--- config.mk ---
export PLATFORM = sky130hd
export DESIGN_NAME = instruction_memory_loadable
export DESIGN_NICKNAME = d
export VERILOG_FILES = /design/src/rtl/instruction_memory_loadable.sv
export SDC_FILE = /design/constraint.sdc
export NUM_CORES = 1
export LEC_CHECK = 0
export CORE_UTILIZATION = 55
export CTS_CLUSTER_DIAMETER = 200
export CTS_CLUSTER_SIZE = 16
export DETAILED_ROUTE_END_ITERATION = 8
export GPL_ROUTABILITY_DRIVEN = 0
export PLACE_DENSITY = 0.72
export SLEW_MARGIN = 5
export SYNTH_ARGS = -nofsm -noshare
export SYNTH_HDL_FRONTEND = slang
export SYNTH_SLANG_ARGS = --single-unit
--- constraint.sdc ---
create_clock -name clk -period 4.34 [get_ports clk]
set_input_delay 0.868 -clock clk [delete_from_list [all_inputs] [get_ports clk]]
set_output_delay 0.868 -clock clk [all_outputs]
set_load 0.01 [all_outputs]
--- src/rtl/instruction_memory_loadable.sv ---
// Loadable instruction memory: registered fetch port plus a sequential block-load port.
// Optional fetch bounds checking is enabled by defining IMEM_BOUNDS_CHECK_EN.
module instruction_memory_loadable #(
  parameter int DATA_W = 32,
  parameter int DEPTH  = 32,
  parameter int ADDR_W = 32,
  localparam int IW    = $clog2(DEPTH)
) (
  input  logic              clk,
  input  logic              rst_n,
  input  logic [ADDR_W-1:0] A,
  input  logic              fetch_req,
  output logic [DATA_W-1:0] RD,
  output logic              rd_valid,
  output logic              fault,
  input  logic              load_start,
  input  logic [IW-1:0]     load_base,
  input  logic [IW:0]       load_count,
  input  logic [DATA_W-1:0] load_data,
  input  logic              load_valid,
  output logic              load_ready,
  output logic              load_busy,
  output logic              load_done,
  output logic [1:0]        state_o
);

  typedef enum logic [1:0] {
    IDLE = 2'd0,
    LOAD = 2'd1,
    DONE = 2'd2
  } state_e;

  state_e              state_q, state_d;
  logic [IW-1:0]       ptr_q, ptr_d;
  logic [IW:0]         rem_q, rem_d;
  logic [DATA_W-1:0]   rd_q;
  logic                rd_valid_q;
  logic                fault_q;
  logic [DATA_W-1:0]   mem_q [DEPTH] = '{default: '0};

  logic [IW-1:0]       fetch_idx;
  logic                fetch_acc;
  logic                addr_bad;
  logic                wr_en;

  // Load handshake: a word transfers on any cycle where load_valid and
  // load_ready are both high; load_ready is high exactly while in LOAD.
  assign load_ready = (state_q == LOAD);
  assign load_busy  = (state_q == LOAD);
  assign load_done  = (state_q == DONE);
  assign state_o    = state_q;

  assign fetch_idx = A[IW+1:2];
  assign fetch_acc = fetch_req && (state_q != LOAD);
  assign wr_en     = rst_n && load_valid && (state_q == LOAD);

`ifdef IMEM_BOUNDS_CHECK_EN
  assign addr_bad = (A[1:0] != 2'b00) || (|A[ADDR_W-1:IW+2]);
`else
  // Byte offset and high index bits alias away when checking is off.
  logic unused_addr_bits;
  assign unused_addr_bits = ^{A[ADDR_W-1:IW+2], A[1:0]};
  assign addr_bad = 1'b0;
`endif

  always_comb begin
    state_d = state_q;
    ptr_d   = ptr_q;
    rem_d   = rem_q;
    case (state_q)
      IDLE: begin
        if (load_start && (load_count != '0)) begin
          state_d = LOAD;
          ptr_d   = load_base;
          rem_d   = load_count;
        end
      end
      LOAD: begin
        if (load_valid) begin
          ptr_d = ptr_q + IW'(1);
          rem_d = rem_q - (IW+1)'(1);
          if (rem_q == (IW+1)'(1)) state_d = DONE;
        end
      end
      DONE:    state_d = IDLE;
      default: state_d = IDLE;
    endcase
  end

  always_ff @(posedge clk) begin
    if (!rst_n) begin
      state_q <= IDLE;
      ptr_q   <= '0;
      rem_q   <= '0;
    end else begin
      state_q <= state_d;
      ptr_q   <= ptr_d;
      rem_q   <= rem_d;
    end
  end

  always_ff @(posedge clk) begin
    if (!rst_n) begin
      rd_q       <= '0;
      rd_valid_q <= 1'b0;
      fault_q    <= 1'b0;
    end else begin
      rd_valid_q <= fetch_acc;
      fault_q    <= fetch_acc && addr_bad;
      if (fetch_acc) rd_q <= addr_bad ? '0 : mem_q[fetch_idx];
    end
  end

  // Memory contents survive reset; only the write enable is held off.
  always_ff @(posedge clk) begin
    if (wr_en) mem_q[ptr_q] <= load_data;
  end

  assign RD       = rd_q;
  assign rd_valid = rd_valid_q;
  assign fault    = fault_q;

endmodule

Yosys cells after proc, flatten, opt, wreduce, memory -nomap -nowiden
Memory sizes are Yosys's and may differ from the RTL's. A register that Yosys moved wholly into a read port is not among the register bits.
Index checks and enable logic that the tools add are counted.
{ "totals": {"inputBits": 80, "memories": 1, "out_inout_bits": 39, "register_bits": 14, "ramBits": 1024} }
{ "op_classes": {"n_eq_ne": 7, "mux": 12, "addsub": 2, "n_reduce_logical": 10} }
{ "mem_list": {"columns": ["memory", "depth", "word_bits", "rd", "rd_clocked_by_memory_dff", "wr", "line", "rtl"], "rows": [
  ["mem_q", 32, 32, 1, 1, 1, "39", "logic [DATA_W-1:0] mem_q [DEPTH] = '{default: '0};"]
]} }
{ "op_table": {"columns": ["cell", "n"], "rows": [
  ["$mux W6", 2],
  ["$pmux W6 S2", 1],
  ["$mux W5", 2],
  ["$pmux W5 S2", 1],
  ["$eq A6 B1 Y1 const B", 1],
  ["$mux W2", 3],
  ["$reduce_and A3 Y1", 2],
  ["$reduce_bool A6 Y1", 1],
  ["$sub A6 B1 Y6 const B", 1],
  ["$add A5 B1 Y5 const B", 1],
  ["$logic_and A1 B1 Y1", 4],
  ["$ne A2 B1 Y1 const B", 2],
  ["$ne A2 B2 Y1 const B", 2],
  ["$pmux W2 S2", 1],
  ["$eq A2 B1 Y1 const B", 1],
  ["$eq A2 B2 Y1 const B", 1],
  ["$logic_not A2 Y1", 1],
  ["$mux W1", 2],
  ["$reduce_bool A2 Y1", 1],
  ["$logic_not A1 Y1", 1]
]} }

Depth between registers and ports, before layout
Gate-level depths: netlist (run 1).
{ "logic_depth": {"word_depth": 4, "mapped_depth": 8, "depth_no_buf": 6} }

Worst setup path before layout (run 1)
No wires, ideal clock.
{ "synth_path": {"path_type": "input port to flip-flop", "start": "input port rst_n", "end": "memory mem_q[15][0] (enable)", "required_ns": 3.919, "arrival_time_ns": 2.871, "stages": 4, "slack_ns": 1.048, "setup_time_ns": 0.421, "path_cell_list": "clkbuf_1 and3_1 nand2_1 nor2_1"} }
{ "synth_via": {"elab_chain_cells": 4} }
{ "synth_rtl": {"columns": ["item", "line", "rtl"], "rows": [
  ["start: declaration", "10", "input logic rst_n,"],
  ["$logic_and A1 B1 Y1 (2 in series)", "55", "assign wr_en = rst_n && load_valid && (state_q == LOAD);"],
  ["$mux W1", "116", "if (wr_en) mem_q[ptr_q] <= load_data;"],
  ["$mux W1 (implied by the code)", "116", null],
  ["end: declaration", "39", null]
]} }
No other way between the ends.

Worst setup path after layout (run 1)
{ "layout_path": {"start": "register state_q[0] (netlist: state_o[0])", "end": "memory mem_q[29][19] (enable)"} }
{ "layout_via": {"elab_chain_cells": 4} }
{ "layout_rtl": {"columns": ["item", "line", "rtl"], "rows": [
  ["start: declaration", "33", "state_e state_q, state_d;"],
  ["start signal: assignment", "96", "state_q <= state_d;"],
  ["$eq A2 B1 Y1", "55", null],
  ["$logic_and A1 B1 Y1", "55", null],
  ["$mux W1", "116", null],
  ["$mux W1 (implied by the code)", "116", null]
]} }
No other way between the ends.

==> metrics.md, run 1 <==
| Metric | Value |
|---|---|
| Final ANT Viol Nets | `0` |
| Clock buffer depth | `3` |
| Rel. slew slack | `0.212` |
| Number of core rows | `100` |
| Final std cells w/o fill | `3,495` |
| Asr flop ratio synth | `0` |
| Pleak | `15.7 nW` |
| Reg power frac | `0.596` |
| Internal power | `15.1 mW` |
| Post-CTS sizing | `0` |
| Post-synthesis instance area | `roughly 42,000 sq um` |
| Area leader, netlist | `edfxtp_1` |
| CTS clock-pin slew for the worst setup and hold paths | `roughly 0.070 ns` |
| Pwr per Cell Area | `414 nW/um^2` |
| Die width | `277 um` |
| CTS tree | `done` |
| 1st-pass router iterations | `6` |
| Total negative slack | `0 ns` |
| Dominant synthesized flop cell | `edfxtp_1` |
| Synthesis-to-finish area growth | `11.1%` |
| Count leader, synth | `edfxtp_1` |
| FF+latch area | `31,700 sq um` |
| Die area | `76,800 sq um` |
| Number of synthesis warnings | `0` |
| Largest net degree at the start of global routing | `76` |
| Final #Nets | `2,555` |
| Via/cell ratio | `6.33` |
| Final-report hold violation count | `0` |
| Area of the multi-input gates | `9280 sq um` |
| Top-area cell type share of the netlist area | `0.739` |
| WL final | `98,200 um` |
| # Max-Cap Violations | `0` |
| Sequential area share after synthesis | `0.761` |
| # setup viols final | `0` |
| Height of the die | `277 um` |
| Clk root buf | `clkbuf_16` |
| HPWL after detailed placement | `50,900 um` |
| Core area | `74,700 sq um` |
| Placed Cells | `3,360` |
| Critical Path RT | `about 4.7 ns` |
| # fillers | `5,173` |
| Sw power | `4.00 mW` |
| Initial antenna violation count | `3` |
| Clock Skew | `0.0293 ns` |
| Unrepaired setup endpoints after global routing | `no` |
| Sw Ratio | `0.209` |
| Outcome | `finished clean` |
| Gr usage total | `0.254` |
| Via count | `22,100` |
| Synthesis-stage register bit count | `about 1,100` |
| Period utilization | `0.689` |
| Post-synth top cells | `edfxtp_1, mux2i_1, a22oi_1, a21oi_1, clkbuf_1` |
| EDFF count, synth | `about 1,000` |
| Synth top area cells | `edfxtp_1, mux2i_1, a22oi_1, dfxtp_1, a21oi_1` |
| Library cells used by synthesis | `37` |
| Layout cells sized above 1 | `0.0832` |
| Global-route wire length before repair | `142,000 um` |
| Combinational power share | `0.059` |
| Data arrival, critical path | `3.30 ns` |
| Wirelength per Cell | `28.1 um` |
| Vias in the first global route | `21,900` |
| Worst Path Class, Setup | `reg -> reg` |
| Number of remaining DRC errors | `0` |
| Least-Margin Pin Slew | `1.18 ns` |
| I/O Buffers | `90` |
| Clock Latency Late Sink | `0.63 ns` |
| Hold buffers post-CTS | `0` |
| I/O pin count | `119` |
| Final Critical Period | `2.99 ns` |
| Critical path endpoint category | `flip-flop` |
| Worst-path maximum fanout | `23` |
| Max Clock Freq | `between 0.3 and 0.4 GHz` |
| Total CTS buffers | `76` |
| Avg Cell Area, Syn | `17.6 sq um` |
| Startpoint types | `flip-flop` |
| Initial DRC Count | `2,572` |
| Max-slew violation count | `0` |
| Gr ovfl total | `0` |
| Clock Power Share | `0.346` |
| Postcts setup bufs | `0` |
| Post-Syn Nets | `2,448` |
| H-tree levels | `3` |
| Initial Util | `0.557` |
| CTS Sinks | `1,070` |
| Mapped Cells | `2,362` |
| Hold crit path type | `reg -> reg` |
| VDD IR max | `0.000223 V` |
[worst max-delay path: stages, from the launching register on]
cell and delay (ns):
dfxtp_1 0.43, nand2b_1 0.10, inv_1 0.34, and3_1 0.31, nand2_1 0.50, nor2_4 0.67
buf_12 0.30
[cells by family after synthesis]
group,synth area share
flops,0.761
simple gates,0.0176
compound gates,0.0738
other cells,0.0000901
mux,0.123
buf+inv,0.0224
fa+ha+maj,0.00180
[final timing paths]
check | startpoint | end | slack [ns] | cells past startpoint
max | state_o[0] | mem_q[29][19] | 1.35 | 6
min | rem_q[5] | rem_q[5] | 0.52 | 2
max reg2reg | state_o[0] | mem_q[29][19] | 1.35 | 6
min reg2reg | rem_q[5] | rem_q[5] | 0.52 | 2
[per-layer routing]
layer / up-vias / part of all wire / track usage
met5: - / 0.00010 / 0
met1: 11400 / 0.39 / 0.338
met3: 145 / 0.072 / 0.0330
met2: 951 / 0.51 / 0.436
li1: 9651 / - / -
met4: 2 / 0.025 / 0.0785
[sequential cells by signal, summed over array words and instances, names as in the netlist]
signal / count
mem_q: 1024
rd_valid: 1
rem_q: 6
RD: 32
state_o: 2
ptr_q: 5
[power groups by stage]
stage          registers [mW]  logic [mW]  clock network, mW
2_1_floorplan            11.6       0.635                  0
3_3_place_gp             11.6        1.08                  0
3_5_place_dp             11.6        1.12                  0
4_1_cts                  11.4        1.12               6.70
5_1_grt                  11.4        1.20               7.05
6_report                 11.4        1.13               6.62
[cell usage in the layout, fill, tap and decap left out, types with 30 or more instances in the layout]
cell type and n:
o21ai_0 41, a21oi_1 166, clkdlybuf4s50_1 88, dfxtp_1 46, nand2_1 30, a22oi_1 256
edfxtp_1 1024, nor2_4 33, or4_1 33, clkbuf_16 77, clkbuf_1 54, mux2i_1 512
buf_4 60
[per-stage QoR]
stage | hold slack (ns) | power (mW) | cell area [sq um] | util | worst slack, ns
finish | 0.516 | 19.1 | 46200 | 0.619 | 1.35
global route | 0.538 | 19.7 | 46200 | 0.619 | 1.22
CTS | 0.512 | 19.2 | 46200 | 0.619 | 1.33
detailed placement | 0.501 | 12.7 | 44100 | 0.590 | 0.780
global placement | 0.463 | 12.7 | 44100 | 0.590 | 0.795
floorplan | 0.453 | 12.3 | 41600 | - | 1.05
[cell type report]
| cell class | instances | share of cell area |
|---|---|---|
| flip-flops and latches | 1070 | 0.685 |
| multi-input cells | 1138 | 0.201 |
| clock buffers | 132 | 0.0464 |
| repair buffers | 176 | 0.0405 |
| well taps | 969 | 0.0262 |
| inverters | 7 | 0.000568 |
| clock inverters | 2 | 0.000379 |
| diodes | 1 | 0.0000541 |
Note: power is estimated with default switching activity, not from simulation.
==> inputs of run 2 (changes only) <==
--- a/config.mk
+++ b/config.mk
@@ -10,7 +10,7 @@
 export CTS_CLUSTER_SIZE = 16
 export DETAILED_ROUTE_END_ITERATION = 8
 export GPL_ROUTABILITY_DRIVEN = 0
-export PLACE_DENSITY = 0.72
+export PLACE_DENSITY = 0.75
 export SLEW_MARGIN = 5
 export SYNTH_ARGS = -nofsm -noshare
 export SYNTH_HDL_FRONTEND = slang
==> constraint.sdc (replaced) <==
create_clock -name clk -period 2.4 [get_ports clk]
set_input_delay 0.48 -clock clk [delete_from_list [all_inputs] [get_ports clk]]
set_output_delay 0.48 -clock clk [all_outputs]
set_load 0.01 [all_outputs]
==> run 2 against run 1 <==
Against the previous run:
- non-clock buffer count increased by 124
- clock power increased by 83%
- clock-buffer cell count unchanged
- combinational power increased by 98%
- sequential power increased by 81%
- design area increased by 3.9%
- critical path depth decreased by 4
- via count increased by 3.5%
- utilization increased by 2.4 points
==> metrics.md, run 2 (synthesis results as in run 1) <==
| Metric | Value |
|---|---|
| Via count | `22,900 (+3.5%)` |
| I/O pin count | `119 (unchanged)` |
| Register with the most flip-flops | `mem_q` |
| Rel. slew slack | `0.291 (+0.0792)` |
| FF+latch area | `31,700 sq um (about the same)` |
| Largest register FFs | `1,024 (unchanged)` |
| Area of the multi-input gates | `9280 sq um (unchanged)` |
| Worst Hold Depth | `2 (unchanged)` |
| Max Clock Freq | `0.455 GHz` |
| Final-report hold violation count | `0 (unchanged)` |
| Clock Latency Late Sink | `0.64 ns (about the same)` |
| Wirelength per Cell | `27.7 um (-1.4%)` |
| # fillers | `4,895 (-5.4%)` |
| Height of the die | `277 um (unchanged)` |
| Final Critical Period | `around 2.2 ns` |
| Die width | `277 um (unchanged)` |
| Post-CTS sizing | `3 (+3)` |
| Placed Cells | `3,484 (+3.7%)` |
| R2R cell count | `3 (-3)` |
| VDD IR max | `0.000642 V (+190%)` |
| CTS tree | `done` |
| Worst hold start | `fetch_req` |
| Layout cells sized above 1 | `0.127 (+0.0439)` |
| Sw Ratio | `0.212 (+0.00266)` |
| Initial DRC Count | `2,835 (+10%)` |
| Final std cells w/o fill | `3,622 (+3.6%)` |
| Unrepaired setup endpoints after global routing | `no` |
| Clock Skew | `0.0299 ns (+0.000662 ns)` |
| Power, Total | `34.9 mW (+83%)` |
| Worst Path Class, Setup | `reg -> out` |
| Antenna cells | `0 (-1)` |
| Initial Util | `0.557 (unchanged)` |
| Critical Path RT | `1.92 ns (-2.73 ns)` |
| Period utilization | `0.916` |
| Combinational power share | `0.064 (+0.005)` |
| Final #Nets | `2,679 (+4.9%)` |
| Outcome | `finished clean` |
| Crit-path max cell delay | `0.54 ns (-0.13 ns)` |
| Synthesis-to-finish area growth | `15.4%` |
| H-tree levels | `3 (unchanged)` |
| Worst-path maximum fanout | `6 (-74%)` |
| Reg power frac | `0.590 (-0.006)` |
| # Max-Cap Violations | `0 (unchanged)` |
| Internal power | `27.5 mW (+82%)` |
| Clk root buf | `clkbuf_16` |
| Commonest non-fill, non-tap cell in the layout | `edfxtp_1` |
| Total CTS buffers | `76 (unchanged)` |
| Max-slew violation count | `0 (unchanged)` |
| Critical path endpoint category | `output pin` |
| WL final | `100,000 um (+2.2%)` |
| Core area | `74,700 sq um (unchanged)` |
| CP delay by family, top | `buffers and inverters` |
| Gr ovfl total | `0 (unchanged)` |
| Gr usage total | `0.261 (+0.00724)` |
| 1st-pass router iterations | `5 (-1)` |
| Reg2reg end | `mem_q[14][2]` |
| Largest net degree at the start of global routing | `65 (-14%)` |
| CTS Sinks | `1,070 (unchanged)` |
| Global-route wire length before repair | `147,000 um (+3.5%)` |
| Total negative slack | `0 ns (unchanged)` |
| Startpoint types | `flip-flop` |
| Clock buffer depth | `3 (unchanged)` |
| I/O Buffers | `90 (unchanged)` |
| # setup viols final | `0 (unchanged)` |
| Most frequent cells in the layout | `edfxtp_1, mux2i_1, a22oi_1, a21oi_1, buf_4` |
| Via/cell ratio | `6.32 (-0.16%)` |
| Clock Power Share | `0.345 (about the same)` |
| Data arrival, critical path | `1.72 ns (-1.58 ns)` |
| Critical Path Slowest Stage Cell | `clkdlybuf4s50_1` |
| Area of placed instances | `45,800 sq um (+4.0%)` |
| Setup slack, reg-to-reg | `0.35 ns (-1.00 ns)` |
| Postcts setup bufs | `0 (unchanged)` |
| Number of remaining DRC errors | `0 (unchanged)` |
| Initial antenna violation count | `0 (-3)` |
| Design area | `48,000 sq um (+3.9%)` |
| Hold crit path type | `in -> reg` |
| CP Launch Point | `state_o[1]` |
| Critical path cell sequence | `nor2b_1 > clkdlybuf4s50_1` |
| HPWL after detailed placement | `57,400 um (+13%)` |
| Vias in the first global route | `23,100 (+5.9%)` |
| CTS clock-pin slew for the worst setup and hold paths | `0.07 ns (about the same)` |
| Sw power | `7.40 mW (+85%)` |
| Pwr per Cell Area | `728 nW/um^2 (+76%)` |
| Pleak | `16.6 nW (+5.5%)` |
| Least-Margin Pin Slew | `1.06 ns (-0.118 ns)` |
| Hold buffers post-CTS | `0 (unchanged)` |
| Die area | `76,800 sq um (unchanged)` |
| Reg2Reg Launch Point | `ptr_q[2]` |
| Crit path buf inv count | `1 (-1)` |
| Endpoint, Worst Hold | `rd_valid` |
| Number of core rows | `100 (unchanged)` |
| Final ANT Viol Nets | `0 (unchanged)` |
-- run 2: power by group through the flow --
stage	clock network [mW]	logic, mW	registers [mW]
finish	12.1	2.24	20.6
CTS	12.2	2.22	20.6
floorplan	0	1.15	21.0
global route	12.9	2.38	20.6
detailed placement	0	2.21	21.0
global placement	0	2.15	21.0
-- run 2: through the flow --
stage | util | hold slack, ns | setup WS, ns
6_report | 0.643 | 0.464 | 0.203
3_5_place_dp | 0.613 | 0.482 | -0.339
5_1_grt | 0.643 | 0.432 | 0.117
2_1_floorplan | - | 0.453 | -0.504
4_1_cts | 0.643 | 0.433 | 0.163
3_3_place_gp | 0.613 | 0.465 | -0.338
-- run 2: how the worst max path moves through the flow --
stage,cells past startpoint,end
after global placement,7,RD[31]
final,2,load_done
after floorplan,4,mem_q[15][0]
after detailed placement,7,RD[31]
after CTS,2,load_done
after global routing,4,load_busy
-- run 2: final cells by class --
cell class              instances  share of cell area
inverters                       7            0.000547
clock buffers                 132              0.0444
clock inverters                 6             0.00122
flip-flops and latches       1070               0.660
repair buffers                300              0.0755
well taps                     969              0.0253
multi-input cells            1138               0.193
-- run 2: metal layers --
layer | GRT usage | part of all wire | vias to the layer above
met2 | 0.441 | 0.50 | 1081
li1 | - | - | 9925
met4 | 0.0967 | 0.037 | 0
met1 | 0.346 | 0.39 | 11700
met5 | 0 | 0 | -
met3 | 0.0366 | 0.081 | 218
